===== src/rtl/spi_slave_gen.sv =====
// spi_slave_gen: SPI slave taking 2-bit command + payload frames and returning read data on cmd 2'b11.
// Optional frame_err output is enabled by defining SPI_SLAVE_FRAME_ERR_EN.
module spi_slave_gen #(
  parameter int DATA_W = 8,
  localparam int RX_W = DATA_W + 2
) (
  input  logic              clk,
  input  logic              rst,
  input  logic              ss_n,
  input  logic              MOSI,
  output logic              MISO,
  output logic [RX_W-1:0]   rx_data,
  output logic              rx_valid,
  input  logic [DATA_W-1:0] tx_data,
  input  logic              tx_valid
`ifdef SPI_SLAVE_FRAME_ERR_EN
  ,
  output logic              frame_err
`endif
);
  localparam int CW = $clog2(RX_W + 1);
  typedef enum logic [2:0] {IDLE, CHK_CMD, WRITE, READ, READ_TX} state_t;
  state_t state;
  logic [CW-1:0] count;
  logic [RX_W-2:0] rx_sr;
  logic [DATA_W-1:0] tx_sr;
  logic armed;
  logic last_bit;
  assign last_bit = count == CW'(RX_W - 1);
  // In READ_TX, count==0 means still waiting for tx_valid; otherwise it counts bits already on MISO.
  always_ff @(posedge clk or negedge rst)
    if (!rst) begin
      state <= IDLE;
      count <= '0;
      rx_sr <= '0;
      tx_sr <= '0;
      rx_data <= '0;
      rx_valid <= 1'b0;
      MISO <= 1'b0;
      armed <= 1'b0;
`ifdef SPI_SLAVE_FRAME_ERR_EN
      frame_err <= 1'b0;
`endif
    end else begin
      rx_valid <= 1'b0;
`ifdef SPI_SLAVE_FRAME_ERR_EN
      frame_err <= ss_n && (state inside {WRITE, READ, READ_TX});
`endif
      if (ss_n) begin
        state <= IDLE;
        count <= '0;
        rx_sr <= '0;
        tx_sr <= '0;
        MISO <= 1'b0;
        armed <= 1'b1;
      end else
        case (state)
          IDLE: state <= armed ? CHK_CMD : IDLE;
          CHK_CMD: begin
            rx_sr <= {rx_sr[RX_W-3:0], MOSI};
            count <= CW'(1);
            state <= MOSI ? READ : WRITE;
          end
          WRITE, READ: begin
            rx_sr <= {rx_sr[RX_W-3:0], MOSI};
            count <= last_bit ? '0 : count + 1'b1;
            if (last_bit) begin
              rx_data <= {rx_sr, MOSI};
              rx_valid <= 1'b1;
              state <= (state == READ && rx_sr[RX_W-3]) ? READ_TX : CHK_CMD;
            end
          end
          READ_TX:
            if (count == '0) begin
              if (tx_valid) begin
                tx_sr <= tx_data;
                MISO <= tx_data[DATA_W-1];
                count <= CW'(1);
              end
            end else if (count == CW'(DATA_W)) begin
              MISO <= 1'b0;
              count <= '0;
              state <= CHK_CMD;
            end else begin
              tx_sr <= tx_sr << 1;
              MISO <= tx_sr[DATA_W-2];
              count <= count + 1'b1;
            end
          default: state <= IDLE;
        endcase
    end
endmodule


===== config.mk =====
export PLATFORM = sky130hd
export DESIGN_NAME = spi_slave_gen
export DESIGN_NICKNAME = d
export VERILOG_FILES = /design/src/rtl/spi_slave_gen.sv
export SDC_FILE = /design/constraint.sdc
export NUM_CORES = 1
export LEC_CHECK = 0
export BUFFER_PORTS_ARGS = -buffer_cell sky130_fd_sc_hd__buf_2
export CORE_MARGIN = 8
export CORE_UTILIZATION = 57
export DETAILED_ROUTE_END_ITERATION = 6
export PLACE_DENSITY = 0.79
export SYNTH_ARGS = -nofsm -noshare
export SYNTH_HDL_FRONTEND = slang
export SYNTH_SLANG_ARGS = --single-unit

===== constraint.sdc =====
create_clock -name clk -period 5.6 [get_ports clk]
set_input_delay 0.28 -clock clk [delete_from_list [all_inputs] [get_ports clk]]
set_output_delay 0.28 -clock clk [all_outputs]
set_load 0.02 [all_outputs]

=== After elaboration in Yosys (flattened, before gate mapping) ===
Index checks and enable logic that the tools add are counted.

* Logic and storage cells: 64
* Flip-flop bits (word level): 36
* ROM bits: 0
* Output and inout bits: 12
* Memories kept: 0
* Latch bits: 0
* Bits of input ports: 13
* Memory bits (writable): 0

* Equal/unequal tests: 12
* Div/mod/pow operators: 0
* $mul: 0
* Reduce and logical (&&, ||, !) cells: 13
* Add/sub/neg operators: 1
* Shifts and indexed selects: 0
* Multiplexer cells: 29
* Order comparisons: 0
* Bitwise operators: 1

{| class="wikitable"
|+ Operators by type and width
! kind !! number
|-
| $mux 7 || 5
|-
| $mux 4 || 5
|-
| $mux 9 || 2
|-
| $mux 3 || 5
|-
| $ne 3x3->1 const B || 5
|-
| $pmux 3 s4 || 1
|-
| $pmux 4 s3 || 1
|-
| $mux 1 || 10
|-
| $reduce_and 3->1 || 3
|-
| $eq 4x4->1 const B || 2
|-
| $eq 3x2->1 const B || 2
|-
| $add 4x1->4 const B || 1
|-
| $logic_not 4->1 || 1
|-
| $ne 4x4->1 const B || 1
|-
| $reduce_and 2->1 || 2
|-
| $reduce_bool 2->1 || 2
|-
| $reduce_bool 4->1 || 1
|-
| $eq 3x1->1 const B || 1
|-
| $eq 3x3->1 const B || 1
|-
| $logic_not 3->1 || 1
|-
| $reduce_or 3->1 || 1
|-
| $reduce_or 2->1 || 1
|-
| $logic_and 1x1->1 || 1
|-
| $not 1->1 || 1
|}

=== Logic depth before layout (Yosys ltp) ===
Gate-level depths: netlist of run 1.

* Depth after elaboration: 6
* Mapped depth: 7
* Depth with buffers taken out: 6

=== Least setup slack after synthesis of run 1 ===
No wires, ideal clock.

* Kind: register to register
* From: reg count[0]
* To: reg tx_sr[0]
* Buffers on the path: 0
* Stages on the path, launching flop included: 6
* Data required time: 5,475 ps
* Clock period less this slack: 1,852 ps
* Setup time: 125 ps
* Arrival: 1,727 ps
* Slack: 3,748 ps
* Cell sequence: dfrtp_1 -> inv_1 -> ha_1 -> or4b_4 -> a21oi_4 -> mux2_2

* Longest elaborated chain between the ends: 4
* Elaborated cells on any way between the ends: 8
* Classes of those cells: eq/ne: 3; mux: 3; reduce/logical: 2

{| class="wikitable"
|+ Ends and longest elaborated chain
! what !! RTL line !! text
|-
| start: declaration || 24 || <nowiki>logic [CW-1:0] count;</nowiki>
|-
| start signal: assignment || 66 || <nowiki>count <= last_bit ? '0 : count + 1'b1;</nowiki>
|-
| start signal: assignment || 87 || <nowiki>count <= count + 1'b1;</nowiki>
|-
| parallel branches: the longest is 4 deep, another holds $eq 4x4->1 || n/a ||
|-
| end signal: assignment || 76 || <nowiki>tx_sr <= tx_data;</nowiki>
|-
| end signal: assignment || 85 || <nowiki>tx_sr <= tx_sr << 1;</nowiki>
|-
| end: declaration || 26 || <nowiki>logic [DATA_W-1:0] tx_sr;</nowiki>
|}

Several ways; the timed one is not identified. The select of a mux whose other input is x is not followed.
A chain may end at the register's enable or synchronous reset.

=== Worst setup path in the final report of run 1 ===
* From: reg count[0]
* To: reg tx_sr[3]

The elaborated chain is that of the path after synthesis.

==> results.py, run 1 <==
metrics = {
    "grt": {
        "met1_usage_pct": 16.1,
        "grt_overflow_total": 0,
        "track_usage_pct": 14.0,
        "busiest_layer": "met2",
        "grt_pass1_vias": 1250,
        "met3_usage_pct": 4.74,
        "grt_max_degree": 37,
        "antenna_found_initial": 0,
        "grt_pass1_wl_um": 5710,
        "grt_use_met2_pct": 22.8,
    },
    "synthesis": {
        "yosys_warnings": 0,
        "synth-edff-count": 0,
        "synthDistinctLibCells": 38,
        "yosysMostFrequentCell": "dfrtp_1",
        "synth_ff_type": "dfrtp_1",
        "syn_area_mm2": 0.00175,
        "async_flop_share_pct": 100,
        "syn_avg_cell_area_um2": 11.1,
        "yosys.area.top_type_share_pct": 51.5,
        "synth_common_cells": "dfrtp_1 (36), nand2_1 (22), mux2_2 (17)",
        "synthCells": 157,
        "ys_top_cells_by_area": "dfrtp_1 (52%), mux2_2 (11%), nand2_1 (4.7%)",
        "ys_seq_area_share_pct": 51.5,
        "syn-num-nets": 173,
        "synth_top_cell_by_area": "dfrtp_1",
        "synth-seq-cells": 36,
    },
    "job": {
        "max_cap_violations": 0,
    },
    "placed_design": {
        "io_buffers": 24,
        "dp_slack_ps": 3150,
        "post_dp_cell_area_mm2": 0.00187,
        "hpwl_um": 2270,
        "place_congestion": 0.847,
    },
    "pwr": {
        "power.density_mw_per_mm2": 290,
        "peakVddDrop_mv": 0.161,
        "total_leakage_power_uw": 0.000991,
    },
    "sta": {
        "report.final.slew_viol_count": 0,
        "fin_crit_sh_pct": 43.8,
        "worstMarginPinSlew_ps": 1270,
        "rsz0062_at_grt": "false",
        "slew-limit-headroom_pct": 15.0,
        "hold_viol_final": 0,
        "fin_setup_tns_ps": 0,
        "max_freq_mhz": 408,
        "fin_crit_ps": 2450,
        "finalSetupViolCount": 0,
        "fin_ws_ps": 3150,
        "finalClockSkew_ps": 8.66,
    },
    "cts": {
        "cts.reportedPaths.clkPinSlew_ps": 110,
        "cts_hold_buf": 0,
        "post_cts_buffers": 0,
        "cts-htree-levels": 2,
        "cts_resized": 0,
        "cts_root_buf": "clkbuf_4",
        "clkSinkCount": 36,
        "clock_latency_ps": 340,
        "cts_buffer_depth": 2,
        "cts_tree": "yes",
        "cts_buffers": 5,
    },
    "run_status": {
        "status": "finished, final reports clean",
    },
    "final_layout": {
        "nNetsFinal": 196,
        "final_cell_area_mm2": 0.00197,
        "fillers": 245,
        "drive_gt1_share_pct": 34.3,
        "num_antenna_cells": 0,
        "syn_to_final_growth_pct": 12.4,
    },
    "worst_setup_path": {
        "worst_ep_arrival_time_ps": 2680,
        "start_kind": "register",
        "cpMaxStageDelayCell": "nor3b_1",
        "critPathMaxStageDelay_ps": 1010,
        "worstSetupPathType": "reg -> reg",
        "crit_chain": "inv_1, ha_1, nor3b_1, mux2i_1, nor2_1, mux2_2",
        "cp.required_ps": 5830,
        "endpoint_kind": "register",
        "cp_max_fo": 8,
    },
    "die": {
        "dieArea_mm2": 0.00510,
        "chipWidth_um": 71.4,
        "pin_count": 25,
        "die-height_um": 71.4,
        "num_rows": 20,
        "coreArea_mm2": 0.00298,
        "initial_utilization_pct": 58.7,
    },
    "routing": {
        "drt_drc_violations_left": 0,
        "finalWirelength_um": 3240,
        "ant_nets": 0,
        "firstDrtPassIters": 4,
        "wl_per_cell_um": 15.1,
        "vias": 1228,
        "vias_per_cell": 5.74,
        "drt_iter0_markers": 64,
    },
    "hold_path": {
        "hold_class": "in -> async",
    },
}
==> sequential cells by signal, indices dropped and copies added (netlist names) <==
| name | cells |
|---|---|
| armed | 1 |
| rx_valid | 1 |
| rx_data | 10 |
| rx_sr | 9 |
| tx_sr | 7 |
| state | 3 |
| count | 4 |
| MISO | 1 |
==> cell families (layout without fill, tap and decap cells) <==
family	count (synthesis)	after routing	share of synthesized area [%]
compound gates	28	28	12.4
mux	24	24	14.9
buf+inv	11	35	2.86
simple gates	55	55	16.1
flops	36	36	51.5
fa+ha+maj	3	3	2.15
==> path summary, 6_finish.rpt <==
kind                       cells after the start          to     start  slack, ps
max                                            6    tx_sr[3]  count[0]       3150
min                                            1  rx_data[8]       rst          7
max reg2reg                                    6    tx_sr[3]  count[0]       3150
min reg2reg                                    1       armed     armed        480
max in group asynchronous                      1  rx_data[1]       rst       5100
min in group clk                               3    rx_sr[0]      MOSI        190
==> layout by cell type (no fill, tap or decap), types with 2 or more instances in the layout <==
master / count
a21oi_1: 12
a21oi_4: 2
buf_2: 24
clkbuf_4: 5
clkbuf_8: 2
dfrtp_1: 36
ha_1: 3
inv_1: 3
mux2_2: 17
mux2i_1: 7
nand2_1: 22
nand3_1: 3
nand3b_1: 2
nor2_1: 13
nor2b_1: 2
nor3b_1: 2
o21ai_0: 2
o21ba_2: 2
or2_2: 2
==> area by class of cell <==
type	instances	area, µm²	area share [%]
clock buffers	7	65.1	3.31
multi-input cells	110	798	40.6
flip-flops and latches	36	901	45.8
repair buffers	24	120	6.11
inverters	3	11.3	0.573
clock inverters	1	30.0	1.53
well taps	33	41.3	2.10
==> through the flow <==
| step | hold slack [ps] | util [%] | power [µW] | std cells |
|---|---|---|---|---|
| final | 7.40 | 66.1 | 571 | 214 |
| after global routing | 84.2 | 66.1 | 595 | 214 |
| after CTS | 38.9 | 66.1 | 577 | 214 |
| after detailed placement | 411 | 62.9 | 374 | 206 |
| after global placement | 396 | 62.9 | 369 | 206 |
| after floorplan | -15.6 | - | 353 | 157 |
==> where the power goes <==
part,switching [µW],internal (µW)
Sequential,12.1,272
Combinational,47.2,36.4
Clock,84.9,119
Total,144,427
==> routing by layer <==
metal	share of wire, %	wire (µm)
met1	46	1480
met2	47	1530
met3	5.4	176
met4	1.9	62
met5	0	0
==> worst max-delay path, delay by kind of cell, from the launching register on <==
kind | cells | cell delay, ps
muxes | 2 | 570
DFF | 1 | 440
adders and majority gates | 1 | 170
and+or+nand+nor | 2 | 1070
buffers and inverters | 1 | 110
Note: power is estimated with default switching activity, not from simulation.
==> run 2: changes to the inputs <==
- CORE_UTILIZATION: 57 -> 56
- PLACE_DENSITY: 0.79 -> 0.78
- clock period: 5.6 -> 2.32 ns (I/O delays scaled with it)
==> run 2 against run 1 <==
Effect of this change: non-clock buffer count up 2; combinational power up 140%; power up 110%; critical endpoint is now tx_sr[4]; routed wire length down 2.7%; first-iteration DRC count up 34%; setup slack worse by 2800 ps; via count down 2.3%; critical path type unchanged; highest routed layer unchanged; sequential power up 140%; global-route usage down 0.41 points.
==> results.py, run 2 (synthesis results as in run 1) <==
metrics = {
    "job": {
        "max_cap_violations": 0,
    },
    "placed_design": {
        "io_buffers": 24,
        "place_congestion": 0.827,
        "place_inst": 207,
        "hpwl_um": 2230,
    },
    "worst_setup_path": {
        "cp_top_family": "simple AND/OR/NAND/NOR gates",
        "endpoint_kind": "register",
        "cpMaxStageDelayCell": "or4b_4",
        "cp_max_fo": 7,
        "worstSetupPathType": "reg -> reg",
        "worst_ep_arrival_time_ps": 2190,
        "cp.required_ps": 2540,
        "crit_chain": "inv_1, ha_1, or4b_4, a21oi_4, mux2_2",
        "worst-path-buf-inv": 1,
        "start_kind": "register",
        "critPathMaxStageDelay_ps": 510,
    },
    "final_layout": {
        "largest_register_ff_count": 10,
        "num_antenna_cells": 0,
        "drive_gt1_share_pct": 33.5,
        "finalNonFillerCells": 215,
        "regMostFlops": "rx_data",
        "layout.cells.most_common_list": "dfrtp_1 (36), buf_2 (24), nand2_1 (22), mux2_2 (17), nor2_1 (13)",
        "syn_to_final_growth_pct": 10.7,
        "finish.utilization_pct": 64.5,
        "final_common_cell": "dfrtp_1",
        "nNetsFinal": 198,
        "largestRegisters": "rx_data (10), rx_sr (9), tx_sr (7)",
    },
    "sta": {
        "rsz0062_at_grt": "false",
        "finalSetupViolCount": 0,
        "slew-limit-headroom_pct": 48.7,
        "worstMarginPinSlew_ps": 770,
        "report.final.slew_viol_count": 0,
        "fin_crit_sh_pct": 84.9,
        "finalClockSkew_ps": 11.4,
        "holdWs_ps": 45.9,
        "fin_setup_tns_ps": 0,
        "hold_viol_final": 0,
        "max_freq_mhz": 508,
        "fin_crit_ps": 1970,
    },
    "grt": {
        "grt_pass1_vias": 1245,
        "grt_max_degree": 37,
        "grt_pass1_wl_um": 5580,
        "met3_usage_pct": 4.96,
        "antenna_found_initial": 0,
        "grt_use_met2_pct": 23.1,
        "track_usage_pct": 13.6,
        "met1_usage_pct": 15.1,
        "grt_overflow_total": 0,
        "busiest_layer": "met2",
    },
    "die": {
        "initial_utilization_pct": 58.3,
        "dieArea_mm2": 0.00517,
        "coreArea_mm2": 0.00300,
        "die-height_um": 71.9,
        "chipWidth_um": 71.9,
        "num_rows": 20,
        "pin_count": 25,
    },
    "routing": {
        "wl_per_cell_um": 14.7,
        "vias": 1200,
        "drt_iter0_markers": 86,
        "ant_nets": 0,
        "vias_per_cell": 5.58,
        "firstDrtPassIters": 4,
        "finalWirelength_um": 3150,
        "drt_drc_violations_left": 0,
    },
    "cts": {
        "clkSinkCount": 36,
        "cts_tree": "yes",
        "cts_buffer_depth": 2,
        "cts_root_buf": "clkbuf_4",
        "cts_resized": 0,
        "cts_buffers": 5,
        "cts.reportedPaths.clkPinSlew_ps": 100,
        "cts-htree-levels": 2,
        "clock_latency_ps": 330,
    },
    "run_status": {
        "status": "finished, final reports clean",
    },
    "pwr": {
        "total_leakage_power_uw": 0.000976,
        "power.density_mw_per_mm2": 615,
        "peakVddDrop_mv": 0.311,
    },
    "hold_path": {
        "hold_class": "in -> reg",
    },
}
==> run 2: final cells by class <==
type | instances | area [µm²]
clock buffers | 6 | 41.3
clock inverters | 1 | 5.00
fillers | 257 | 1070
inverters | 3 | 11.3
multi-input cells | 110 | 798
flip-flops and latches | 36 | 901
well taps | 33 | 41.3
repair buffers | 26 | 138
==> run 2: through the flow <==
| stage | setup WS [ps] | total power [µW] | cell area, µm² |
|---|---|---|---|
| after floorplan | 468 | 851 | 1750 |
| after global placement | 407 | 894 | 1880 |
| after detailed placement | 349 | 904 | 1880 |
| after CTS | 339 | 1210 | 1940 |
| after global routing | 233 | 1260 | 1940 |
| final | 350 | 1190 | 1940 |
==> run 2: worst paths after layout <==
| path | from | end | slack, ps | cells past startpoint |
|---|---|---|---|---|
| max | count[0] | tx_sr[4] | 350 | 5 |
| min | MOSI | rx_data[0] | 50 | 2 |
| max reg2reg | count[0] | tx_sr[4] | 350 | 5 |
| min reg2reg | armed | armed | 490 | 1 |
| max in group asynchronous | rst | count[1] | 1440 | 2 |
| min in group asynchronous | rst | tx_sr[2] | 390 | 2 |
==> run 2: power breakdown <==
part | leakage [µW] | total [µW] | internal (µW) | switching (µW)
registers | 0.000487 | 686 | 657 | 28.5
logic | 0.000461 | 204 | 91.6 | 113
clock network | 0.0000281 | 301 | 112 | 189
total | 0.000976 | 1190 | 860 | 331
==> run 2: worst reg2reg max path, stage by stage, from the launching register on <==
cell	delay, ps
dfrtp_1	420
inv_1	110
ha_1	170
or4b_4	510
a21oi_4	280
mux2_2	370
==> run 2: repair_timing <==
action,in CTS,in global routing
endpoints found under the hold margin,36,0
setup buffers,0,0
hold buffers,1,0
==> run 2: layer usage <==
metal  routed length, µm  up-vias
met4                  54        0
met5                   0        -
met2                1540       20
met3                 162        7
met1                1400      577
li1                    -      596
==> run 3: changes to the inputs <==
- ABC_AREA: not set -> 1
- CORE_UTILIZATION: 56 -> 51
- PLACE_DENSITY: 0.78 -> 0.75
- clock period: 2.32 -> 1.7 ns (I/O delays scaled with it)
==> run 3 against run 2 <==
Effect of this change: combinational power grew to 3.8 times the previous value; final area is 12% higher; hold slack worse by 11 ps; synthesized cell count is 39% higher; highest routed layer unchanged; die area is 12% higher; largest power group unchanged; global-route usage is 0.18 points higher; maximum frequency is 26% higher; setup slack worse by 210 ps.
==> results.py, run 3 <==
metrics = {
    "final_layout": {
        "finalNonFillerCells": 302,
        "num_antenna_cells": 0,
        "regMostFlops": "rx_data",
        "layout.cells.most_common_list": "nand2_1 (56), dfrtp_1 (35), inv_1 (27), nand3_1 (25), buf_2 (24)",
        "finish.utilization_pct": 60.9,
        "nNetsFinal": 269,
        "syn_to_final_growth_pct": 17.7,
        "final_common_cell": "nand2_1",
        "largest_register_ff_count": 10,
        "largestRegisters": "rx_data (10), rx_sr (9), tx_sr (7)",
        "drive_gt1_share_pct": 26.0,
    },
    "routing": {
        "ant_nets": 0,
        "wl_per_cell_um": 12.2,
        "finalWirelength_um": 3680,
        "drt_iter0_markers": 91,
        "vias": 1525,
        "vias_per_cell": 5.05,
        "drt_drc_violations_left": 0,
        "firstDrtPassIters": 4,
    },
    "pwr": {
        "p_total_uw": 2410,
        "power.density_mw_per_mm2": 1110,
        "peakVddDrop_mv": 0.470,
        "total_leakage_power_uw": 0.00109,
    },
    "grt": {
        "grt_pass1_wl_um": 6690,
        "track_usage_pct": 13.8,
        "grt_pass1_vias": 1561,
        "grt_overflow_total": 0,
        "antenna_found_initial": 0,
        "grt_max_degree": 37,
    },
    "synthesis": {
        "syn-num-nets": 235,
        "yosys.area.top_type_share_pct": 49.0,
        "syn_area_mm2": 0.00184,
        "synth_common_cells": "nand2_1 (56), dfrtp_1 (36), inv_1 (27)",
        "synthCells": 219,
        "synth_top_cell_by_area": "dfrtp_1",
        "async_flop_share_pct": 100,
        "synth-seq-cells": 36,
        "yosys_warnings": 0,
        "ys_seq_area_share_pct": 49.0,
        "synth-edff-count": 0,
        "ys_top_cells_by_area": "dfrtp_1 (49%), nand2_1 (11%), nand3_1 (6.8%)",
        "synth_ff_type": "dfrtp_1",
        "synthDistinctLibCells": 27,
        "syn_avg_cell_area_um2": 8.39,
        "yosysMostFrequentCell": "nand2_1",
    },
    "sta": {
        "worstMarginPinSlew_ps": 775,
        "finalClockSkew_ps": 7.63,
        "fin_crit_sh_pct": 92.0,
        "finalSetupViolCount": 0,
        "max_freq_mhz": 639,
        "hold_viol_final": 0,
        "fin_setup_tns_ps": 0,
        "slew-limit-headroom_pct": 48.3,
        "fin_crit_ps": 1560,
        "report.final.slew_viol_count": 0,
    },
    "worst_setup_path": {
        "worst_ep_arrival_time_ps": 1830,
        "cp.required_ps": 1970,
        "cp_max_fo": 10,
        "worstSetupPathType": "reg -> reg",
        "endpoint_kind": "register",
        "start_kind": "register",
    },
    "cts": {
        "cts.reportedPaths.clkPinSlew_ps": 100,
        "cts_root_buf": "clkbuf_4",
        "cts-htree-levels": 2,
        "cts_buffers": 5,
        "cts_tree": "yes",
        "clock_latency_ps": 340,
        "cts_buffer_depth": 2,
        "clkSinkCount": 36,
    },
    "die": {
        "coreArea_mm2": 0.00355,
        "num_rows": 22,
        "pin_count": 25,
        "die-height_um": 76.0,
        "initial_utilization_pct": 51.7,
        "dieArea_mm2": 0.00578,
        "chipWidth_um": 76.0,
    },
    "placed_design": {
        "hpwl_um": 2610,
        "place_congestion": 0.926,
        "io_buffers": 24,
        "place_inst": 288,
    },
    "job": {
        "max_cap_violations": 0,
    },
    "run_status": {
        "status": "finished, final reports clean",
    },
    "hold_path": {
        "hold_class": "in -> reg",
    },
}
## run 3: metal layers
| layer | track usage [%] | up-vias | part of all wire [%] |
|---|---|---|---|
| met5 | 0 | - | 0 |
| met2 | 21.7 | 26 | 49 |
| met4 | 7.65 | 0 | 1.2 |
| met1 | 16.4 | 723 | 45 |
| li1 | - | 772 | - |
| met3 | 4.01 | 4 | 3.9 |
## run 3: area by class of cell
class | count | area (µm²)
fillers | 326 | 1390
flip-flops and latches | 36 | 902
multi-input cells | 147 | 786
repair buffers | 33 | 223
inverters | 30 | 115
well taps | 48 | 60.1
clock buffers | 6 | 41.3
clock inverters | 2 | 35.0
## run 3: power breakdown
group / leakage [µW] / total, µW / internal, µW / switching (µW)
logic: 0.000560 / 775 / 277 / 498
registers: 0.000487 / 1040 / 963 / 80.5
clock network: 0.0000422 / 589 / 308 / 280
## run 3: path summary, 6_finish.rpt
path	from	endpoint	depth (start not counted)	slack, ps
worst max-delay path	count[0]	tx_sr[5]	9	140
min in group asynchronous	rst	rx_sr[2]	2	340
max in group asynchronous	rst	count[0]	2	810
worst max register to register	count[0]	tx_sr[5]	9	140
worst min register to register	armed	armed	1	480
worst min-delay path	tx_data[7]	MISO	3	40
## run 3: logic make-up (layout without fill, tap and decap cells)
| family | Yosys count | count (layout) | share of synthesized area [%] |
|---|---|---|---|
| fa+ha+maj | 3 | 3 | 2.04 |
| buf+inv | 36 | 71 | 8.31 |
| simple gates | 106 | 106 | 26.6 |
| compound gates | 37 | 37 | 13.6 |
| xor+xnor | 1 | 1 | 0.477 |
| flops | 36 | 36 | 49.0 |
## run 3: through the flow
step	hold slack (ps)	area [µm²]	setup slack (ps)
global route	45.6	2160	-28.2
detailed placement	216	2030	150
CTS	32.7	2140	131
finish	35.3	2160	136
floorplan	-211	1840	300
global placement	215	2030	195
## run 3: worst max-delay path: stages, from the launching register on
cell,delay (ps)
dfrtp_2,450
inv_1,120
ha_2,210
nand2_1,80
buf_4,180
nor2_4,200
nand2_1,80
nand2_1,60
nand2_1,50
o21ai_1,70
## run 3: repair_timing
action / 4_1_cts / 5_1_grt
buffers inserted: 0 / 2
hold buffers: 4 / 0
endpoints found under the hold margin: 38 / 0
resized for setup: 0 / 3
setup endpoints to repair: 0 / 5
